===== src/rtl/fifo_uart_sender.sv =====
// fifo_uart_sender: drains DATA_W-bit samples from the FIR output FIFO and sends
// each one to the UART transmitter as NBYTES bytes, most significant byte first.
// Define FIFO_SENDER_HEADER_EN to prefix every drain with a single 0xA5 header byte.
module fifo_uart_sender #(
  parameter int unsigned DATA_W   = 12,
  parameter int unsigned SIGN_EXT = 1,
  parameter int unsigned CNT_W    = 10
) (
  input  logic              clk_i,
  input  logic              rst_i,
  input  logic              send_i,
  input  logic              fifo_empty_i,
  input  logic [DATA_W-1:0] fifo_data_i,
  output logic              fifo_rd_o,
  output logic [7:0]        tx_data_o,
  output logic              tx_start_o,
  input  logic              tx_busy_i,
  output logic              busy_o,
  output logic              done_o,
  output logic [CNT_W-1:0]  sample_cnt_o
);

  localparam int unsigned NBYTES = (DATA_W + 7) / 8;
  localparam int unsigned PAD_W  = 8 * NBYTES;
  localparam int unsigned IDX_W  = (NBYTES > 1) ? $clog2(NBYTES) : 1;
  localparam logic [IDX_W-1:0] LAST_IDX = IDX_W'(NBYTES - 1);
  localparam logic [7:0] HEADER = 8'hA5;

`ifdef FIFO_SENDER_HEADER_EN
  localparam bit HDR_EN = 1'b1;
`else
  localparam bit HDR_EN = 1'b0;
`endif

  typedef enum logic [2:0] {
    StIdle, StRd, StLatch, StSend, StAck, StWait, StNext
  } state_e;

  state_e             state_q, state_d;
  logic [PAD_W-1:0]   sr_q, sr_d;
  logic [IDX_W-1:0]   idx_q, idx_d;
  logic [CNT_W-1:0]   cnt_q, cnt_d;
  logic [7:0]         txd_q, txd_d;
  logic               done_q, done_d;
  logic               ack_q, ack_d;   // one ACK cycle already spent waiting for busy
  logic               hdr_q, hdr_d;   // current byte is the header, not sample data

  logic [PAD_W-1:0]   pad_data;
  logic [PAD_W-1:0]   sr_shifted;
  logic [7:0]         sel_byte;

  // Pad the incoming sample to whole bytes and pick the byte addressed by idx_q
  always_comb begin
    pad_data   = (SIGN_EXT != 0) ? PAD_W'($signed(fifo_data_i)) : PAD_W'(fifo_data_i);
    sr_shifted = sr_q >> {idx_q, 3'b000};
    sel_byte   = hdr_q ? HEADER : sr_shifted[7:0];
  end

  // Handshake outputs; tx_data_o shows the new byte in its strobe cycle, then holds it
  always_comb begin
    tx_start_o   = (state_q == StSend) && !tx_busy_i;
    tx_data_o    = tx_start_o ? sel_byte : txd_q;
    fifo_rd_o    = (state_q == StRd) && !fifo_empty_i;
    busy_o       = (state_q != StIdle);
    done_o       = done_q;
    sample_cnt_o = cnt_q;
  end

  // Next-state logic for the drain sequencer
  always_comb begin
    state_d = state_q;
    sr_d    = sr_q;
    idx_d   = idx_q;
    cnt_d   = cnt_q;
    txd_d   = txd_q;
    done_d  = 1'b0;
    ack_d   = ack_q;
    hdr_d   = hdr_q;
    unique case (state_q)
      StIdle: begin
        if (send_i) begin
          cnt_d = '0;
          if (HDR_EN) begin
            hdr_d   = 1'b1;
            state_d = StSend;
          end else if (fifo_empty_i) begin
            done_d = 1'b1;
          end else begin
            state_d = StRd;
          end
        end
      end
      StRd: begin
        // Empty here can only follow an external FIFO flush; finish cleanly
        state_d = fifo_empty_i ? StNext : StLatch;
      end
      StLatch: begin
        sr_d    = pad_data;
        idx_d   = LAST_IDX;
        state_d = StSend;
      end
      StSend: begin
        if (!tx_busy_i) begin
          txd_d   = sel_byte;
          ack_d   = 1'b0;
          state_d = StAck;
        end
      end
      StAck: begin
        // Second ACK cycle without busy: assume the UART took the byte anyway
        if (tx_busy_i || ack_q) begin
          state_d = StWait;
        end else begin
          ack_d = 1'b1;
        end
      end
      StWait: begin
        if (!tx_busy_i) begin
          if (hdr_q) begin
            hdr_d   = 1'b0;
            state_d = StNext;
          end else if (idx_q != '0) begin
            idx_d   = idx_q - 1'b1;
            state_d = StSend;
          end else begin
            cnt_d   = cnt_q + 1'b1;
            state_d = StNext;
          end
        end
      end
      StNext: begin
        if (!fifo_empty_i) begin
          state_d = StRd;
        end else begin
          done_d  = 1'b1;
          state_d = StIdle;
        end
      end
      default: state_d = StIdle;
    endcase
  end

  // State registers with synchronous reset
  always_ff @(posedge clk_i) begin
    if (rst_i) begin
      state_q <= StIdle;
      sr_q    <= '0;
      idx_q   <= '0;
      cnt_q   <= '0;
      txd_q   <= '0;
      done_q  <= 1'b0;
      ack_q   <= 1'b0;
      hdr_q   <= 1'b0;
    end else begin
      state_q <= state_d;
      sr_q    <= sr_d;
      idx_q   <= idx_d;
      cnt_q   <= cnt_d;
      txd_q   <= txd_d;
      done_q  <= done_d;
      ack_q   <= ack_d;
      hdr_q   <= hdr_d;
    end
  end

endmodule


===== config.mk =====
export PLATFORM = sky130hd
export DESIGN_NAME = fifo_uart_sender
export DESIGN_NICKNAME = d
export VERILOG_FILES = /design/src/rtl/fifo_uart_sender.sv
export SDC_FILE = /design/constraint.sdc
export NUM_CORES = 1
export LEC_CHECK = 0
export BUFFER_PORTS_ARGS = -buffer_cell sky130_fd_sc_hd__buf_2
export CORE_ASPECT_RATIO = 1.4
export CORE_UTILIZATION = 35
export CTS_BUF_LIST = sky130_fd_sc_hd__clkbuf_2
export DETAILED_ROUTE_END_ITERATION = 10
export GPL_TIMING_DRIVEN = 1
export HOLD_SLACK_MARGIN = 0.05
export SYNTH_ARGS = -nofsm -noshare
export SYNTH_HDL_FRONTEND = slang
export SYNTH_SLANG_ARGS = --single-unit
export TNS_END_PERCENT = 100

===== constraint.sdc =====
create_clock -name clk_i -period 4.4 [get_ports clk_i]
set_input_delay 0.44 -clock clk_i [delete_from_list [all_inputs] [get_ports clk_i]]
set_output_delay 0.44 -clock clk_i [all_outputs]
set_load 0.01 [all_outputs]

After elaboration in Yosys (flattened, before gate mapping)

Index checks and enable logic that the tools add are counted.

Register bits: 36
Latch bits: 0
RAM bits: 0
Bits in read-only memories: 0
Input port bits: 17
Output and inout port bits: 22
Logic and storage cells: 62
Memories kept: 0

$add $sub $neg: 2
$mul: 0
Divide/modulo/power cells: 0
Magnitude comparators: 0
Equal/unequal tests: 13
Shifts and indexed selects: 1
Mux-type cells: 23
Bitwise logic cells: 1
Reduce and logical (&&, ||, !) cells: 15

Operators by type and width:

| kind                    | number |
|---|---|
| $mux W10                | 3 |
| $mux W3                 | 7 |
| $pmux W3 S7             | 1 |
| $pmux W10 S2            | 1 |
| $shr A16 B4 Y8          | 1 |
| $ne A2 B2 Y1 const B    | 7 |
| $add A10 B1 Y10 const B | 1 |
| $eq A3 B3 Y1 const B    | 3 |
| $mux W8                 | 1 |
| $mux W1                 | 7 |
| $eq A3 B2 Y1 const B    | 2 |
| $pmux W1 S2             | 3 |
| $reduce_bool A2 Y1      | 3 |
| $reduce_and A5 Y1       | 1 |
| $reduce_and A2 Y1       | 2 |
| $reduce_and A4 Y1       | 1 |
| $eq A3 B1 Y1 const B    | 1 |
| $logic_not A3 Y1        | 1 |
| $reduce_and A3 Y1       | 1 |
| $reduce_bool A3 Y1      | 1 |
| $logic_and A1 B1 Y1     | 2 |
| $logic_not A1 Y1        | 2 |
| $logic_or A1 B1 Y1      | 1 |
| $not A1 Y1              | 1 |
| $sub A1 B1 Y1 const B   | 1 |

Depth between registers and ports, before layout

Depth in word-level cells: 4
Depth in mapped cells: 7

Worst setup path after synthesis

No wires, ideal clock.

Path kind: in2out
Start: in tx_busy_i
End: out tx_data_o[7]
Data arrival time: 1339 ps
Required time: 3960 ps
Setup slack: 2621 ps
Stages on the path: 5
Cells stage by stage: and4bb_2 -> buf_2 -> buf_2 -> nor2_1 -> a21oi_1

Longest elaborated chain between the ends: 3

Ends and longest elaborated chain:

| item                | line | source |
|---|---|---|
| start: declaration  | 17   | `input logic tx_busy_i,` |
| $logic_not A1 Y1    | n/a  |  |
| $logic_and A1 B1 Y1 | 61   | `tx_start_o = (state_q == StSend) && !tx_busy_i;` |
| net tx_start_o      | 16   | `output logic tx_start_o,` |
| $mux W8             | 62   | `tx_data_o = tx_start_o ? sel_byte : txd_q;` |
| end: declaration    | 15   | `output logic [7:0] tx_data_o,` |

The timed path passes the listed nets, and every way through them passes these cells.

Worst setup path in the final report

Start: reg state_q[0]
End: out tx_data_o[3]

Longest elaborated chain between the ends: 3

Ends and longest elaborated chain:

| item                     | line | source |
|---|---|---|
| start: declaration       | 39   | `state_e state_q, state_d;` |
| start signal: assignment | 146  | `state_q <= StIdle;` |
| start signal: assignment | 155  | `state_q <= state_d;` |
| $eq A3 B2 Y1             | 61   |  |
| $logic_and A1 B1 Y1      | 61   |  |
| $mux W8                  | 62   |  |

Every way passes these cells.

==> metrics.csv <==
stage,metric,value,unit
run_status,status,finished clean,
placement,GP Congestion,0.715,
clock_tree,CTS root buf,clkbuf_2,
logic_synthesis,Post-synth EDFFs,0,
critical_path,Register-to-Register Path Depth,4,
logic_synthesis,area of the mapped netlist,0.00168,mm2
clock_tree,CTS Hold Bufs,0,
global_route,number of global-route vias before repair,1275,
floorplanning,num rows,29,
critical_path,CP endpoint kind,primary output,
timing,Final TNS setup,0,ps
logic_synthesis,average size of a mapped cell,8.44,um2
clock_tree,postcts setup bufs,0,
logic_synthesis,syn nets,217,
logic_synthesis,synthesized flop and latch total,36,
floorplanning,Starting Density,36.7,%
critical_path,Setup crit start kind,register,
power_and_ir_drop,combinational share of power,31.1,%
logic_synthesis,Cells after Synth,199,
timing,Final Skew,12.4,ps
logic_synthesis,sequential share of the synthesized area,42.9,%
logic_synthesis,Simple-Gate Fraction of Synth Area,24.9,%
timing,Final Hold Violating Endpoints,0,
power_and_ir_drop,Int Power,541,uW
detailed_routing,first-pass detailed-route iteration total,4,
placement,hpwl dp,2440,um
logic_synthesis,largest family of logic cells by synthesized area,simple AND/OR/NAND/NOR gates,
critical_path,critical path class,register to primary output,
critical_path,flop2flop setup slack,2440,ps
logic_synthesis,"Top FF cell, synth",dfxtp_1,
worst_hold_path,hold_sp,fifo_data_i[2],
critical_path,CP Launch Point,state_q[0]$_SDFFE_PP0P_,
logic_synthesis,xor/xnor share of the synthesized area,3.65,%
global_route,largest net degree at the start of global routing,20,
logic_synthesis,mux cell area share after synthesis,5.37,%
logic_synthesis,adder-cell share of the synthesized area,0.745,%
detailed_routing,Post-route DRC,0,
worst_hold_path,"Endpoint, Worst Hold",sr_q[2]$_SDFFE_PP0P_,
floorplanning,Die ar.,0.00508,mm2
clock_tree,cts repair resizes,0,
timing,Worst Max-Slew Pin Slew,776,ps
power_and_ir_drop,Sw Pwr,337,uW
clock_tree,H-tree levels,2,
clock_tree,total CTS buffers,5,
floorplanning,# IOs,39,
global_route,gr ovfl total,0,
global_route,global-route wire length before repair,5640,um
floorplanning,die height,84.0,um
clock_tree,worst skew pair latency,380,ps
power_and_ir_drop,leakage power,0.000772,uW
finish,share of cells above drive strength 1,22.7,%
detailed_routing,initial drt markers,44,
timing,Max Freq,404,MHz
detailed_routing,mean routed wirelength per cell,11.9,um
clock_tree,# clock sinks,36,
timing,RSZ-0062 raised after global routing,no,
worst_hold_path,hold crit path type,input port to register,
finish,layout overhead on the synthesized area,14.8,%
critical_path,worst r2r dst,state_q[2]$_SDFFE_PP0P_,
timing,final critical-path required period,2470,ps
power_and_ir_drop,Clock power frac,17.5,%
power_and_ir_drop,switching share of power,38.4,%
global_route,initial antenna violation count,0,
critical_path,CP Max Fanout,18,
clock_tree,CTS tree,yes,
placement,port bufs,38,
detailed_routing,via density per instance,4.89,
detailed_routing,antenna-violating nets left,0,
global_route,gr usage total,14.7,%
finish,antenna cells,0,
critical_path,reg2reg start,state_q[2]$_SDFFE_PP0P_,
timing,Slew headroom,48.1,%
run,max cap viols,0,
power_and_ir_drop,sequential share of power,51.4,%
timing,count of pins over their slew limit,0,
power_and_ir_drop,Max VDD drop,0.231,mV
worst_hold_path,WHS Path Cells,3,
timing,fin crit share,56.2,%
logic_synthesis,Ys Warns,0,
finish,fin area,0.00193,mm2
floorplanning,Core Region,0.00457,mm2
power_and_ir_drop,pwr dens,456,mW/mm2
finish,nets,250,
logic_synthesis,Synth cell types,41,
critical_path,WP data required,3960,ps
floorplanning,Die X-Extent,60.5,um
clock_tree,"Clk pin slew, worst setup/hold paths",190,ps
placement,placed cell area,0.00189,mm2
detailed_routing,via count,1443,
critical_path,Worst EP arrival,2030,ps
detailed_routing,drt total wl,3520,um
logic_synthesis,compound-cell area share of the yosys netlist,18.3,%
clock_tree,Max Buffers Root-to-Sink,2,
logic_synthesis,Post-synth ARST share,0,%
timing,endpoints failing setup,0,
-- registers in the layout (all words and copies together) (netlist names) --
register	cells
sample_cnt_o	10
idx_q	1
state_q	3
sr_q	12
done_o	1
txd_q	8
ack_q	1
-- cells by family after synthesis --
family | Yosys count
flip-flops | 36
buffers and inverters | 15
AND/OR/NAND/NOR | 82
XOR/XNOR | 7
multiplexers | 9
adder cells (fa/ha/maj) | 1
AO/OA/AOI/OAI | 49
-- power groups by stage --
| stage | logic (uW) | clock network (uW) | registers [uW] |
|---|---|---|---|
| 6_report | 273 | 154 | 451 |
| 5_1_grt | 304 | 170 | 460 |
| 4_1_cts | 276 | 159 | 450 |
| 3_5_place_dp | 275 | 0 | 458 |
| 3_3_place_gp | 274 | 0 | 458 |
| 2_1_floorplan | 275 | 0 | 400 |
-- placed cells by master, fill, tap and decap left out, types with 2 or more instances in the layout --
cell,n
a21oi_1,27
a221oi_1,2
and2_1,9
and4bb_2,2
buf_2,38
clkbuf_2,7
dfxtp_1,36
inv_1,3
mux2i_1,9
nand2_1,32
nand2b_1,2
nor2_1,20
nor2b_1,3
nor4b_1,2
o211ai_1,3
o21ai_0,6
o21ai_1,2
or3_1,3
xor2_1,6
-- worst max-delay path: stages (launching register included) --
cell,delay (ps)
dfxtp_1,730
and4bb_2,540
nor2_1,70
a21oi_1,160
buf_2,160
-- cell usage after synthesis, types with 2 or more instances --
master	n	share of area (%)
nor2_1	20	4.5
a221oi_1	2	1.0
and2_1	9	3.4
mux2i_1	9	5.4
nand2b_1	2	0.75
dfxtp_1	36	43
and4bb_2	2	1.5
buf_2	5	1.5
nor2b_1	3	1.1
nor4b_1	2	1.0
o21ai_0	6	1.8
xor2_1	6	3.1
nand2_1	32	7.2
inv_1	3	0.67
a21oi_1	27	8.0
o21ai_1	2	0.60
clkbuf_1	5	1.1
or3_1	3	1.1
o211ai_1	3	1.3
-- worst max path at each step --
| stage | endpoint | cells after the start |
|---|---|---|
| floorplan | tx_data_o[7] | 5 |
| global placement | tx_data_o[3] | 4 |
| detailed placement | tx_data_o[0] | 4 |
| CTS | tx_data_o[0] | 4 |
| global route | tx_data_o[6] | 4 |
| finish | tx_data_o[3] | 4 |
-- stage by stage --
stage / worst slack, ps / util [%] / total power (uW) / cells / hold slack [ps]
final: 1930 / 42.1 / 878 / 295 / 261
after CTS: 1910 / 42.1 / 886 / 295 / 247
after global placement: 2380 / 41.3 / 732 / 287 / 443
after global routing: 1740 / 42.1 / 934 / 295 / 246
after floorplan: 2620 / - / 675 / 199 / 436
after detailed placement: 2360 / 41.3 / 733 / 287 / 447
-- layout make-up --
class / instances / area (um2)
inverter: 3 / 11.3
fill: 514 / 2650
sequential: 36 / 721
clock inverter: 1 / 3.75
tap: 62 / 77.6
timing repair buffer: 38 / 190
multi-input combinational: 148 / 888
clock buffer: 7 / 35.0
-- routing by layer --
layer  part of all wire (%)  GRT usage [%]
met5                      0              0
met4                    1.6           5.58
met3                    4.6           3.72
met2                     50           25.8
met1                     44           16.3
Power figures use the tool's default switching activity.
